File: src/rtl/key_uart_pkg.sv
// Shared constants, frame FSM states and frame byte helper for the key press UART messenger.
package key_uart_pkg;

  localparam logic [7:0] HDR_BYTE  = 8'hA5;
  localparam int         FRAME_LEN = 3;

  typedef enum logic [1:0] {
    IDLE,
    HDR,
    CNT,
    CHK
  } frame_state_t;

  // Byte idx of a frame carrying count cnt: header, count, then header XOR count.
  function automatic logic [7:0] frame_byte(input int idx, input logic [7:0] cnt);
    if (idx == 0) begin
      return HDR_BYTE;
    end else if (idx == FRAME_LEN - 1) begin
      return HDR_BYTE ^ cnt;
    end else begin
      return cnt;
    end
  endfunction

endpackage

File: src/rtl/uart_tx.sv
// 8N1 UART serializer, LSB first, idle high; a start during the last stop cycle chains the next byte.
module uart_tx #(
  parameter int BAUD_DIV = 434
) (
  input  logic       clk,
  input  logic       rst_n,
  input  logic       start,
  input  logic [7:0] data,
  output logic       tx,
  output logic       done
);

  localparam int            CW        = (BAUD_DIV > 1) ? $clog2(BAUD_DIV) : 1;
  localparam logic [CW-1:0] LAST_TICK = CW'(BAUD_DIV - 1);

  typedef enum logic [1:0] {
    IDLE,
    START,
    DATA,
    STOP
  } tx_state_t;

  tx_state_t     state, state_nxt;
  logic [CW-1:0] baud_cnt, baud_nxt;
  logic [2:0]    bit_cnt, bit_nxt;
  logic [7:0]    shift, shift_nxt;
  logic          tx_q, tx_nxt;
  logic          tick;

  assign tick = (baud_cnt == LAST_TICK);
  assign done = (state == STOP) && tick;
  assign tx   = tx_q;

  always_ff @(posedge clk) begin
    if (!rst_n) begin
      state    <= IDLE;
      baud_cnt <= '0;
      bit_cnt  <= '0;
      shift    <= '0;
      tx_q     <= 1'b1;
    end else begin
      state    <= state_nxt;
      baud_cnt <= baud_nxt;
      bit_cnt  <= bit_nxt;
      shift    <= shift_nxt;
      tx_q     <= tx_nxt;
    end
  end

  // tx_nxt is the level of the bit that begins on the coming edge, so tx stays registered.
  always_comb begin
    state_nxt = state;
    baud_nxt  = baud_cnt;
    bit_nxt   = bit_cnt;
    shift_nxt = shift;
    tx_nxt    = tx_q;
    case (state)
      IDLE: begin
        tx_nxt   = 1'b1;
        baud_nxt = '0;
        if (start) begin
          state_nxt = START;
          shift_nxt = data;
          tx_nxt    = 1'b0;
        end
      end
      START: begin
        if (tick) begin
          baud_nxt  = '0;
          bit_nxt   = 3'd0;
          state_nxt = DATA;
          tx_nxt    = shift[0];
        end else begin
          baud_nxt = baud_cnt + 1'b1;
        end
      end
      DATA: begin
        if (tick) begin
          baud_nxt = '0;
          if (bit_cnt == 3'd7) begin
            state_nxt = STOP;
            tx_nxt    = 1'b1;
          end else begin
            bit_nxt   = bit_cnt + 3'd1;
            shift_nxt = {1'b0, shift[7:1]};
            tx_nxt    = shift[1];
          end
        end else begin
          baud_nxt = baud_cnt + 1'b1;
        end
      end
      STOP: begin
        if (tick) begin
          baud_nxt = '0;
          if (start) begin
            state_nxt = START;
            shift_nxt = data;
            tx_nxt    = 1'b0;
          end else begin
            state_nxt = IDLE;
            tx_nxt    = 1'b1;
          end
        end else begin
          baud_nxt = baud_cnt + 1'b1;
        end
      end
      default: begin
        state_nxt = IDLE;
        baud_nxt  = '0;
        tx_nxt    = 1'b1;
      end
    endcase
  end

endmodule

File: src/rtl/key_msg_tx.sv
// Sends a 3-byte UART frame (A5, press count, checksum) for every key press accepted while idle.
module key_msg_tx
  import key_uart_pkg::*;
#(
  parameter int CLK_FREQ = 50_000_000,
  parameter int BAUD     = 115200
) (
  input  logic       clk,
  input  logic       rst_n,
  input  logic       key_pulse,
  output logic       tx,
  output logic       busy,
  output logic [7:0] press_cnt
);

  localparam int BAUD_DIV = CLK_FREQ / BAUD;

  frame_state_t state, state_nxt;
  logic [7:0]   cnt_q;
  logic [7:0]   cnt_inc;
  logic [7:0]   tx_data;
  logic         tx_start;
  logic         byte_done;
  logic         accept;

  assign accept  = (state == IDLE) && key_pulse;
  assign cnt_inc = press_cnt + 8'd1;
  assign busy    = (state != IDLE);

  // The serializer starts on the accepting edge itself, and each following byte is
  // requested on the stop bit's last cycle so bytes run back-to-back.
  always_comb begin
    state_nxt = state;
    tx_start  = 1'b0;
    tx_data   = frame_byte(0, cnt_q);
    case (state)
      IDLE: begin
        if (key_pulse) begin
          tx_start  = 1'b1;
          state_nxt = HDR;
        end
      end
      HDR: begin
        tx_data = frame_byte(1, cnt_q);
        if (byte_done) begin
          tx_start  = 1'b1;
          state_nxt = CNT;
        end
      end
      CNT: begin
        tx_data = frame_byte(2, cnt_q);
        if (byte_done) begin
          tx_start  = 1'b1;
          state_nxt = CHK;
        end
      end
      CHK: begin
        if (byte_done) begin
          state_nxt = IDLE;
        end
      end
      default: state_nxt = IDLE;
    endcase
  end

  // cnt_q freezes the frame's count so later press_cnt changes cannot touch it.
  always_ff @(posedge clk) begin
    if (!rst_n) begin
      state     <= IDLE;
      press_cnt <= 8'h00;
      cnt_q     <= 8'h00;
    end else begin
      state <= state_nxt;
      if (accept) begin
        press_cnt <= cnt_inc;
        cnt_q     <= cnt_inc;
      end
    end
  end

  uart_tx #(
    .BAUD_DIV(BAUD_DIV)
  ) u_uart_tx (
    .clk  (clk),
    .rst_n(rst_n),
    .start(tx_start),
    .data (tx_data),
    .tx   (tx),
    .done (byte_done)
  );

endmodule

File: config.mk
export PLATFORM = sky130hd
export DESIGN_NAME = key_msg_tx
export DESIGN_NICKNAME = d
export VERILOG_FILES = /design/src/rtl/key_uart_pkg.sv /design/src/rtl/uart_tx.sv /design/src/rtl/key_msg_tx.sv
export SDC_FILE = /design/constraint.sdc
export NUM_CORES = 1
export LEC_CHECK = 0
export ABC_AREA = 1
export ABC_CLOCK_PERIOD_IN_PS = 2250
export BUFFER_PORTS_ARGS = -buffer_cell sky130_fd_sc_hd__buf_2
export CAP_MARGIN = 25
export CORE_MARGIN = 3
export CORE_UTILIZATION = 55
export DETAILED_ROUTE_END_ITERATION = 8
export PLACE_DENSITY = 0.74
export SLEW_MARGIN = 20
export SYNTH_ARGS = -nofsm -noshare
export SYNTH_HDL_FRONTEND = slang
export SYNTH_SLANG_ARGS = --single-unit
File: constraint.sdc
create_clock -name clk -period 2.25 [get_ports clk]
set_clock_uncertainty 0.15 [all_clocks]
set_input_delay 0.225 -clock clk [delete_from_list [all_inputs] [get_ports clk]]
set_output_delay 0.225 -clock clk [all_outputs]
set_load 0.005 [all_outputs]
==> impl_metrics.py <==
metrics = {
    "placement": {
        "hpwl_mm": 2.75,
        "portBuffers": 12,
        "dp_cells": 302,
        "place.gp.congestion": 0.830,
    },
    "final_layout": {
        "layout_common_cells": "44 x nand2_1, 33 x dfxtp_1, 29 x inv_1, 29 x nor2_1, 21 x a21oi_1",
        "fillers": 297,
        "drive_gt1_share_pct": 15.0,
        "layout_commonest_cell": "nand2_1",
        "antenna_cells": 0,
        "area_growth_pct": 8.73,
        "fin_cells": 310,
        "regArea_um2": 661,
        "nets": 285,
        "multi_input_area_um2": 1010,
    },
    "drt": {
        "highest-signal-layer": "met4",
        "drt_iter0_drc": 107,
        "first_pass_iters": 4,
        "drc_errors": 0,
        "viasPerCell": 5.13,
        "routedWlPerCell_um": 11.5,
        "vias": 1591,
        "wl_met2_mm": 1.55,
        "wl_met1_mm": 1.82,
        "ant_nets": 0,
        "routed_wl_mm": 3.58,
        "met3_length_um": 155,
    },
    "min_path": {
        "min_path_cells": 2,
        "hp-start": "rst_n",
        "hold_end": "u_uart_tx.tx",
        "hp-class": "in -> reg",
    },
    "critical_path": {
        "crit_path_frequent_cell": "nand2_1",
        "r2r_slack_ps": 270,
        "r2r_start": "state[0]",
        "reg2regPathDepth": 11,
        "cp_slowest_stage_delay_ps": 360,
        "cp-end-kind": "flop",
        "criticalPathCategory": "reg -> reg",
        "worstPathMaxFanout": 4,
        "cp_slowest_cell": "dfxtp_1",
        "crit_chain": "inv_1 -> ha_1 -> nand2_1 -> inv_2 -> nand2_1 -> nor3_2 -> nand2_1 -> nor2_1 -> inv_1 -> o21ai_0 -> a21oi_1",
        "crit-reg2reg-capture": "cnt_q[5]",
        "cp.required_ps": 2330,
        "critPathLaunchType": "flop",
        "cp.arrival_ps": 2060,
    },
    "power": {
        "peakVddDrop_v": 0.000650,
        "p_leak_uw": 0.000841,
        "p_per_area_nw_per_um2": 1030,
    },
    "sta": {
        "period_minus_slack_ps": 1980,
        "finalHoldViolCount": 0,
        "drv_slew": 0,
        "timing.final.crit_share_pct": 88.2,
        "max-slew-margin-rel_pct": 73.5,
        "rsz0062_at_grt": "no",
        "worst_slew_pin_slew_ps": 393,
        "setup_tns_ps": 0,
        "fmax_ghz": 0.504,
        "setup_viol": 0,
    },
    "yosys": {
        "synthFlopType": "dfxtp_1",
        "synth-edff-count": 0,
        "ys_seq_area_share_pct": 36.3,
        "ys_ff_latch": 33,
        "syn_nets": 268,
        "avgSynthCellArea_um2": 7.34,
        "synthDistinctLibCells": 32,
        "async_flop_share_pct": 0,
        "ys.warnings.count": 0,
        "synthesis.area_um2": 1820,
        "synthesis.instances": 248,
    },
    "global_route": {
        "grt_pass1_wl_mm": 6.41,
        "track_usage_pct": 19.8,
        "grt_pass1_vias": 1486,
        "grt_overflow": 0,
        "antenna_found_initial": 0,
        "grt_max_degree": 21,
    },
    "clock_network": {
        "clk_latency_ps": 350,
        "cts_setup_buffers": 0,
        "cts_tree": "yes",
        "ctsResizeCount": 0,
        "root_buffer": "clkbuf_4",
        "ctsHoldBuffers": 0,
        "h-tree-depth": 2,
        "cts_sinks": 33,
        "clockBufferDepth": 2,
        "cts_buffers": 5,
        "clkTransAtPathRegs_ps": 120,
    },
    "die": {
        "start_util_pct": 58.6,
        "placementRows": 20,
        "core_area_um2": 3100,
        "die_h_um": 63.5,
        "dieArea_um2": 4030,
        "io_pins": 13,
        "die_w_um": 63.5,
    },
    "outcome": {
        "status": "complete, no violations",
    },
    "flow_run": {
        "cap_violations": 0,
    },
}
## power breakdown
part	internal, uW	total [uW]	switching (uW)
Sequential	705	798	92.3
Combinational	342	909	566
Clock	118	330	212
## kinds of logic after synthesis
| group | after synthesis | share of synthesized area (%) |
|---|---|---|
| fa+ha+maj | 17 | 11.7 |
| buf+inv | 36 | 8.12 |
| flops | 33 | 36.3 |
| simple gates | 111 | 28.4 |
| compound gates | 51 | 15.5 |
## registers in the layout, indices dropped and copies added, names as in the netlist
signal	flops
cnt_q	8
u_uart_tx.baud_cnt	9
u_uart_tx.tx	1
u_uart_tx.bit_cnt	3
u_uart_tx.state	2
state	2
u_uart_tx.shift	8
## stage by stage
| step | cell area, um^2 | util [%] | setup slack, ps | hold slack [ps] | total power, uW |
|---|---|---|---|---|---|
| final | 1980 | 63.7 | 266 | 86.7 | 2040 |
| after global routing | 1980 | 63.7 | 88.9 | 101 | 2220 |
| after CTS | 1980 | 63.7 | 291 | 79.7 | 2050 |
| after detailed placement | 1920 | 62.0 | 311 | 297 | 1710 |
| after global placement | 1920 | 62.0 | 327 | 293 | 1710 |
| after floorplan | 1820 | - | 465 | 277 | 1500 |
## worst max-delay path by stage
stage                             from                 end  slack [ps]
floorplan           u_uart_tx.state[0]  u_uart_tx.shift[0]         470
global placement              state[0]            state[1]         330
detailed placement            state[0]            cnt_q[7]         310
CTS                           state[0]            cnt_q[5]         290
global route                  state[0]            state[1]          90
finish                        state[0]            cnt_q[5]         270
## area by class of cell
class                   count  area share (%)
multi-input cells         179            51.1
inverters                  33            6.51
clock inverters             3           0.886
clock buffers               5            1.90
flip-flops and latches     33            33.4
well taps                  44            2.78
repair buffers             13            3.42
## critical path: cells and delay by family, from the launching register on
family / cells / cell delay [ps]
AO/OA/AOI/OAI: 2 / 230
adder cells (fa/ha/maj): 1 / 190
buffers and inverters: 3 / 330
flip-flops: 1 / 360
AND/OR/NAND/NOR: 5 / 630
## cell usage after synthesis, drive strengths merged (3+ instances only)
cell type / count / share of area (%)
a21oi: 21 / 5.8
dfxtp: 33 / 36
ha: 17 / 12
inv: 32 / 6.6
nand2: 50 / 12
nand3: 11 / 3.0
nand4: 5 / 1.7
nor2: 31 / 6.9
nor3: 6 / 1.9
o21ai: 21 / 6.0
o22ai: 3 / 1.0
or2: 3 / 1.0
## layer usage
layer | vias to the layer above | global-route usage (%)
li1 | 849 | -
met1 | 707 | 25.6
met2 | 31 | 31.0
met3 | 4 | 5.70
met4 | 0 | 7.55
met5 | - | 0
Note: power is estimated with default switching activity, not from simulation.
